File: src/rtl/load_store_unit.sv
// RV32I data-memory access stage: formats stores, drives a req/ack bus, stalls the pipeline
// until completion, and returns aligned sign/zero-extended load data to the writeback mux.
module load_store_unit #(
   parameter int TIMEOUT_CYCLES = 255,
   parameter int CNT_W          = 8
) (
   input  logic        clk_in,
   input  logic        rst_n_in,
   input  logic        mem_req_in,
   input  logic        mem_we_in,
   input  logic [2:0]  funct3_in,
   input  logic [31:0] addr_in,
   input  logic [31:0] rs2_in,
   input  logic        flush_in,
   output logic        dmem_req_out,
   output logic        dmem_we_out,
   output logic [31:0] dmem_addr_out,
   output logic [31:0] dmem_wdata_out,
   output logic [3:0]  dmem_wmask_out,
   input  logic        dmem_ack_in,
   input  logic [31:0] dmem_rdata_in,
   output logic        stall_out,
   output logic [31:0] lu_output_out,
   output logic        lu_valid_out,
   output logic        misaligned_out,
   output logic        bus_err_out
);

   typedef enum logic {IDLE, BUSY} state_t;

   localparam bit               TO_EN   = (TIMEOUT_CYCLES != 0);
   localparam logic [CNT_W-1:0] TO_LAST = CNT_W'(TIMEOUT_CYCLES - 1);

   state_t            state_q, state_d;
   logic [CNT_W-1:0]  cnt_q, cnt_d;
   logic              we_q, we_d;
   logic [2:0]        f3_q, f3_d;
   logic [1:0]        lane_q, lane_d;
   logic [31:0]       addr_q, addr_d;
   logic [31:0]       wdata_q, wdata_d;
   logic [3:0]        wmask_q, wmask_d;
   logic              discard_q, discard_d;
   logic [31:0]       lu_out_q, lu_out_d;
   logic              lu_vld_q, lu_vld_d;
   logic              mis_q, mis_d;
   logic              err_q, err_d;
   logic              stall_c;
   logic              accept;
   logic              abort;
   logic              discard_now;

   // Loads use funct3[1:0] for size; stores treat anything other than SB/SH as SW.
   function automatic logic is_misaligned(input logic we, input logic [2:0] f3, input logic [1:0] a);
      logic r;
      if (we) begin
         if (f3 == 3'b000)      r = 1'b0;
         else if (f3 == 3'b001) r = a[0];
         else                   r = (a != 2'b00);
      end else begin
         if (f3[1:0] == 2'b00)      r = 1'b0;
         else if (f3[1:0] == 2'b01) r = a[0];
         else                       r = (a != 2'b00);
      end
      return r;
   endfunction

   function automatic logic [3:0] store_mask(input logic [2:0] f3, input logic [1:0] a);
      logic [3:0] m;
      if (f3 == 3'b000)      m = 4'b0001 << a;
      else if (f3 == 3'b001) m = 4'b0011 << {a[1], 1'b0};
      else                   m = 4'b1111;
      return m;
   endfunction

   function automatic logic [31:0] store_data(input logic [2:0] f3, input logic [31:0] d);
      logic [31:0] w;
      if (f3 == 3'b000)      w = {4{d[7:0]}};
      else if (f3 == 3'b001) w = {2{d[15:0]}};
      else                   w = d;
      return w;
   endfunction

   function automatic logic [31:0] load_extract(input logic [2:0] f3, input logic [1:0] a,
                                                input logic [31:0] rd);
      logic [31:0] sh;
      logic [7:0]  b;
      logic [15:0] h;
      logic [31:0] r;
      sh = rd >> {a, 3'b000};
      b  = sh[7:0];
      h  = a[1] ? rd[31:16] : rd[15:0];
      case (f3[1:0])
         2'b00:   r = f3[2] ? {24'd0, b} : {{24{b[7]}}, b};
         2'b01:   r = f3[2] ? {16'd0, h} : {{16{h[15]}}, h};
         default: r = rd;
      endcase
      return r;
   endfunction

   assign accept      = mem_req_in & ~flush_in;
   assign abort       = TO_EN && (cnt_q == TO_LAST);
   assign discard_now = discard_q | flush_in;

   always_comb begin
      state_d   = state_q;
      cnt_d     = cnt_q;
      we_d      = we_q;
      f3_d      = f3_q;
      lane_d    = lane_q;
      addr_d    = addr_q;
      wdata_d   = wdata_q;
      wmask_d   = wmask_q;
      discard_d = discard_q;
      lu_out_d  = lu_out_q;
      lu_vld_d  = 1'b0;
      mis_d     = 1'b0;
      err_d     = 1'b0;
      stall_c   = 1'b0;
      case (state_q)
         IDLE: begin
            if (accept) begin
               if (is_misaligned(mem_we_in, funct3_in, addr_in[1:0])) begin
                  mis_d = 1'b1;
               end else begin
                  state_d   = BUSY;
                  cnt_d     = '0;
                  we_d      = mem_we_in;
                  f3_d      = funct3_in;
                  lane_d    = addr_in[1:0];
                  addr_d    = {addr_in[31:2], 2'b00};
                  wdata_d   = store_data(funct3_in, rs2_in);
                  wmask_d   = mem_we_in ? store_mask(funct3_in, addr_in[1:0]) : 4'b0000;
                  discard_d = 1'b0;
                  stall_c   = 1'b1;
               end
            end
         end
         BUSY: begin
            // Ack takes priority over a coincident timeout.
            if (dmem_ack_in) begin
               state_d   = IDLE;
               cnt_d     = '0;
               discard_d = 1'b0;
               if (!we_q && !discard_now) begin
                  lu_out_d = load_extract(f3_q, lane_q, dmem_rdata_in);
                  lu_vld_d = 1'b1;
               end
            end else if (abort) begin
               state_d   = IDLE;
               cnt_d     = '0;
               discard_d = 1'b0;
               err_d     = 1'b1;
            end else begin
               cnt_d     = cnt_q + 1'b1;
               discard_d = discard_now;
               stall_c   = 1'b1;
            end
         end
         default: state_d = IDLE;
      endcase
   end

   always_ff @(posedge clk_in or negedge rst_n_in) begin
      if (!rst_n_in) begin
         state_q   <= IDLE;
         cnt_q     <= '0;
         we_q      <= 1'b0;
         f3_q      <= 3'b000;
         lane_q    <= 2'b00;
         addr_q    <= 32'd0;
         wdata_q   <= 32'd0;
         wmask_q   <= 4'b0000;
         discard_q <= 1'b0;
         lu_out_q  <= 32'd0;
         lu_vld_q  <= 1'b0;
         mis_q     <= 1'b0;
         err_q     <= 1'b0;
      end else begin
         state_q   <= state_d;
         cnt_q     <= cnt_d;
         we_q      <= we_d;
         f3_q      <= f3_d;
         lane_q    <= lane_d;
         addr_q    <= addr_d;
         wdata_q   <= wdata_d;
         wmask_q   <= wmask_d;
         discard_q <= discard_d;
         lu_out_q  <= lu_out_d;
         lu_vld_q  <= lu_vld_d;
         mis_q     <= mis_d;
         err_q     <= err_d;
      end
   end

   assign dmem_req_out   = (state_q == BUSY);
   assign dmem_we_out    = we_q;
   assign dmem_addr_out  = addr_q;
   assign dmem_wdata_out = wdata_q;
   assign dmem_wmask_out = wmask_q;
   assign stall_out      = stall_c & rst_n_in;
   assign lu_output_out  = lu_out_q;
   assign lu_valid_out   = lu_vld_q;
   assign misaligned_out = mis_q;
   assign bus_err_out    = err_q;

endmodule

File: config.mk
export PLATFORM = sky130hd
export DESIGN_NAME = load_store_unit
export DESIGN_NICKNAME = d
export VERILOG_FILES = /design/src/rtl/load_store_unit.sv
export SDC_FILE = /design/constraint.sdc
export NUM_CORES = 1
export LEC_CHECK = 0
export ABC_AREA = 1
export CELL_PAD_IN_SITES_DETAIL_PLACEMENT = 1
export CELL_PAD_IN_SITES_GLOBAL_PLACEMENT = 1
export CORE_MARGIN = 5
export CORE_UTILIZATION = 34
export CTS_CLUSTER_SIZE = 16
export DETAILED_ROUTE_END_ITERATION = 12
export GPL_TIMING_DRIVEN = 0
export PLACE_DENSITY = 0.88
export SLEW_MARGIN = 20
export SYNTH_ARGS = -nofsm -noshare
export SYNTH_HDL_FRONTEND = slang
export SYNTH_SLANG_ARGS = --single-unit
File: constraint.sdc
create_clock -name clk_in -period 2.1 [get_ports clk_in]
set_input_delay 0.525 -clock clk_in [delete_from_list [all_inputs] [get_ports clk_in]]
set_output_delay 0.525 -clock clk_in [all_outputs]
set_load 0.03 [all_outputs]
==> PnR_summary.wiki <==
{| class="wikitable"
! Metric !! Value
|-
| Final-layout fill cell count || a little over 2000
|-
| Mux cell area share after synthesis || 0
|-
| Maximum number of pins on one net before global-route repair || between 60 and 70
|-
| Timing-limited maximum frequency || 474 MHz
|-
| Cell Chain, Critical Path || dlygate4sd2_1 -> nand2_1 -> nand3_2 -> nand2_2 -> nand3_2 -> buf_6 -> a21boi_2 -> buf_6
|-
| CP peak stage delay || around 0.27 ns
|-
| Compound-gate portion of the synthesized area || 0.111
|-
| Area fraction in and, or, nand and nor cells after synthesis || 0.287
|-
| Pleak || between 4 and 5 nW
|-
| Worst Skew || 0.00713 ns
|-
| Clock insertion delay at the later pin of the skew report || roughly 0.42 ns
|-
| Area share of the largest cell type after synthesis || 0.499
|-
| Starting utilization of the core area || 0.343
|-
| Violated checks || setup timing
|-
| Delay-heaviest family, CP || buffers and inverters
|-
| Result of the run || finished with violations
|-
| Clock slew at reported path FFs || about 0.05 ns
|-
| Detailed-routing iteration count for the pre-antenna-repair pass || 4
|-
| WS Path Type || primary input to primary output
|-
| Top-Level Pins || 211
|-
| Number of buffers created by CTS || 17
|-
| CP Buf/Inv Count || 3
|-
| Placed insts || between 1000 and 1500
|-
| Post-synthesis cell type with the largest combined area || dfrtp_1
|-
| Post-layout total power || 10.7 mW
|-
| Area of the core || between 15000 and 20000 sq um
|-
| Final Non-Filler Cells || 1236
|-
| Netlist area before placement || 5870 sq um
|-
| Post-Synthesis Cells || approximately 760
|-
| Synth-to-layout area growth || 52.7%
|-
| Maximum fanout along the worst path || 3
|-
| Most frequent standard cell in the layout excluding fill and tap cells || nand2_1
|-
| Top library cells by usage in the layout, fill and taps aside || nand2_1 (321), clkdlybuf4s50_1 (194), dfrtp_1 (116)
|-
| Cell types occupying the most area after synthesis || dfrtp_1 (50%), nand2_1 (21%), inv_1 (4.9%)
|-
| Synthesized flop and latch total || 117
|-
| Global-route wire length before repair || ~35 mm
|-
| CTS sink cnt || about 120
|-
| Cell at the root of the clock tree || clkbuf_16
|-
| Final-stage net count || around 1100
|-
| Vertical die dimension || roughly 140 um
|-
| Final clock period utilization by the worst path || 1.00
|-
| Placed Area || 8270 sq um
|-
| Number of antenna violations at the first check in global routing || 2
|-
| Buffers on Ports || 208
|-
| Data required time of the critical path || approximately 1.6 ns
|-
| Cell with the biggest individual delay on the critical path || dlygate4sd2_1
|-
| Max transition margin || 0.581
|-
| Total power per unit cell area || around 1200 nW/um^2
|-
| Horizontal extent of the die || 141 um
|-
| Final Slew Violations || 0
|-
| Clock period minus final worst setup slack || roughly 2.1 ns
|-
| Routed Antenna Nets || 0
|-
| Worst Max-Slew Pin Slew || 0.628 ns
|-
| Average cell area after synthesis || 7.75 sq um
|-
| Number of global-route vias before repair || between 6000 and 7000
|-
| Residual DRC || 0
|-
| Fraction of layout cells with a size suffix above 1 || 0.139
|-
| Portion of the post-synthesis area used by sequential elements || 0.499
|-
| Setup-failing EPs final || 1
|-
| Final number of hold-violating endpoints || 0
|-
| Gpl congestion || around 0.82
|-
| Die area || 20000 sq um
|-
| HPWL Detailed || ~17 mm
|-
| End-of-flow core utilization || 0.524
|-
| Yosys warning count || 0
|-
| All-Layer GR Usage || 0.227
|-
| Register-to-register path setup slack || 0.41 ns
|-
| Vias per std cell || 4.89
|-
| Worst min-delay path class || primary input to asynchronous set/reset pin
|-
| Largest buffer count on any clock path || 2
|-
| Peak supply drop || just over 700 uV
|-
| Critical path endpoint category || primary output
|-
| Max-Cap Viols || 0
|-
| Unrepaired setup endpoints after global routing || true
|-
| Terminus of the critical flop-to-flop path || lu_output_out[11]
|-
| Wire length reported by the detailed router || about 22 mm
|-
| Worst setup slack after layout || -0.00890 ns
|-
| TritonCTS clock tree || yes
|-
| Number of distinct standard cells referenced by the synthesized netlist || 32
|-
| Mean routed wirelength per cell || about 18 um
|-
| Data arrival, critical path || around 1.6 ns
|-
| Total number of vias || 6042
|-
| Count of routing violations after the opening detailed-route iteration || ~280
|-
| Grt total ovfl || 0
|-
| Adder-cell share of the synthesized area || 0.00426
|-
| Xor/xnor share of the synthesized area || 0.00298
|-
| R2r startpoint || discard_q
|-
| Count of H-tree levels built during CTS || 4
|-
| Main combinational cell family by area after synthesis || simple AND/OR/NAND/NOR gates
|-
| Worst Setup Start Kind || primary input
|-
| Worst hold margin || approximately 0.10 ns
|-
| Layout Cell Area excl Fill || ~9000 sq um
|-
| Std-Cell Rows || 48
|-
| Number of cells on the worst reg-to-reg path || 7
|}
## per-layer routing
metal | GRT usage | routed length, um | vias to the layer above
met5 | 0 | 23 | -
met2 | 0.386 | 11000 | 206
met3 | 0.0748 | 1940 | 40
met4 | 0.0768 | 523 | 4
met1 | 0.270 | 9040 | 2950
li1 | - | - | 2842
## how the worst max path moves through the flow
| stage | from | to | slack (ns) | depth (start not counted) |
|---|---|---|---|---|
| 6_report | funct3_in[0] | stall_out | -0.009 | 8 |
| 4_1_cts | cnt_q[0] | stall_out | -0.03 | 6 |
| 5_1_grt | cnt_q[0] | stall_out | -0.07 | 6 |
| 3_3_place_gp | rst_n_in | stall_out | -4.69 | 3 |
| 3_5_place_dp | mem_we_in | stall_out | -1.01 | 8 |
| 2_1_floorplan | addr_in[1] | stall_out | 0.08 | 6 |
## report_power, final
group | switching (mW) | internal (mW) | total (mW) | leakage (nW)
sequential | 0.409 | 2.90 | 3.30 | 1.47
clock | 1.16 | 1.78 | 2.95 | 0.279
combinational | 2.61 | 1.82 | 4.43 | 2.75
total | 4.18 | 6.50 | 10.7 | 4.49
## state kept, by name, summed over array words and instances (netlist names)
| name | flops |
|---|---|
| bus_err_out | 1 |
| cnt_q | 8 |
| discard_q | 1 |
| dmem_addr_out | 30 |
| dmem_req_out | 1 |
| dmem_wdata_out | 32 |
| dmem_we_out | 1 |
| dmem_wmask_out | 4 |
| f3_q | 3 |
| lane_q | 2 |
| lu_output_out | 32 |
| lu_valid_out | 1 |
| misaligned_out | 1 |
## area by class of cell
type                    count  area [sq um]  area share
clock buffers              18           439      0.0490
repair buffers            218          2170       0.242
clock inverters            14           153      0.0170
well taps                 225           282      0.0314
inverters                  82           320      0.0357
multi-input cells         527          2430       0.271
plain buffers              33           246      0.0275
flip-flops and latches    117          2930       0.327
diodes                      2          5.00    0.000558
## synth_stat cells (all sizes together)
cell type and number:
nor2 18, nand4 5, o211ai 8, ha 2
buf 29, a22oi 1, nand2 328, inv 82
dfrtp 117, a21oi 49, xor2 2, a21boi 1
or2 25, conb 1, o21a 1, nand3 23
clkbuf 4, o21ai 57, nor3 5
## repair_timing
item                                    in CTS  in global routing
endpoints found under the setup margin       2                  3
pin swaps                                    6                  5
buffers inserted                             8                  1
hold buffers                                 0                  0
cloned                                       0                  0
resized for setup                           38                  7
## kinds of logic (layout without fill, tap and decap cells)
kind of cell | count (synthesis) | count (layout)
buffers and inverters | 115 | 365
AOI/OAI and AO/OA | 117 | 117
xor gates and xnor gates | 2 | 2
and+or+nand+nor | 404 | 404
adders and majority gates | 2 | 2
other | 1 | 4
DFF | 117 | 117
## metrics by stage
step	TNS, ns	worst slack, ns
final	-0.00890	-0.00890
after global routing	-0.0673	-0.0673
after CTS	-0.0329	-0.0329
after detailed placement	-9.09	-1.01
after global placement	-524.09	-4.69
after floorplan	0	0.0764
Note: power is estimated with default switching activity, not from simulation.
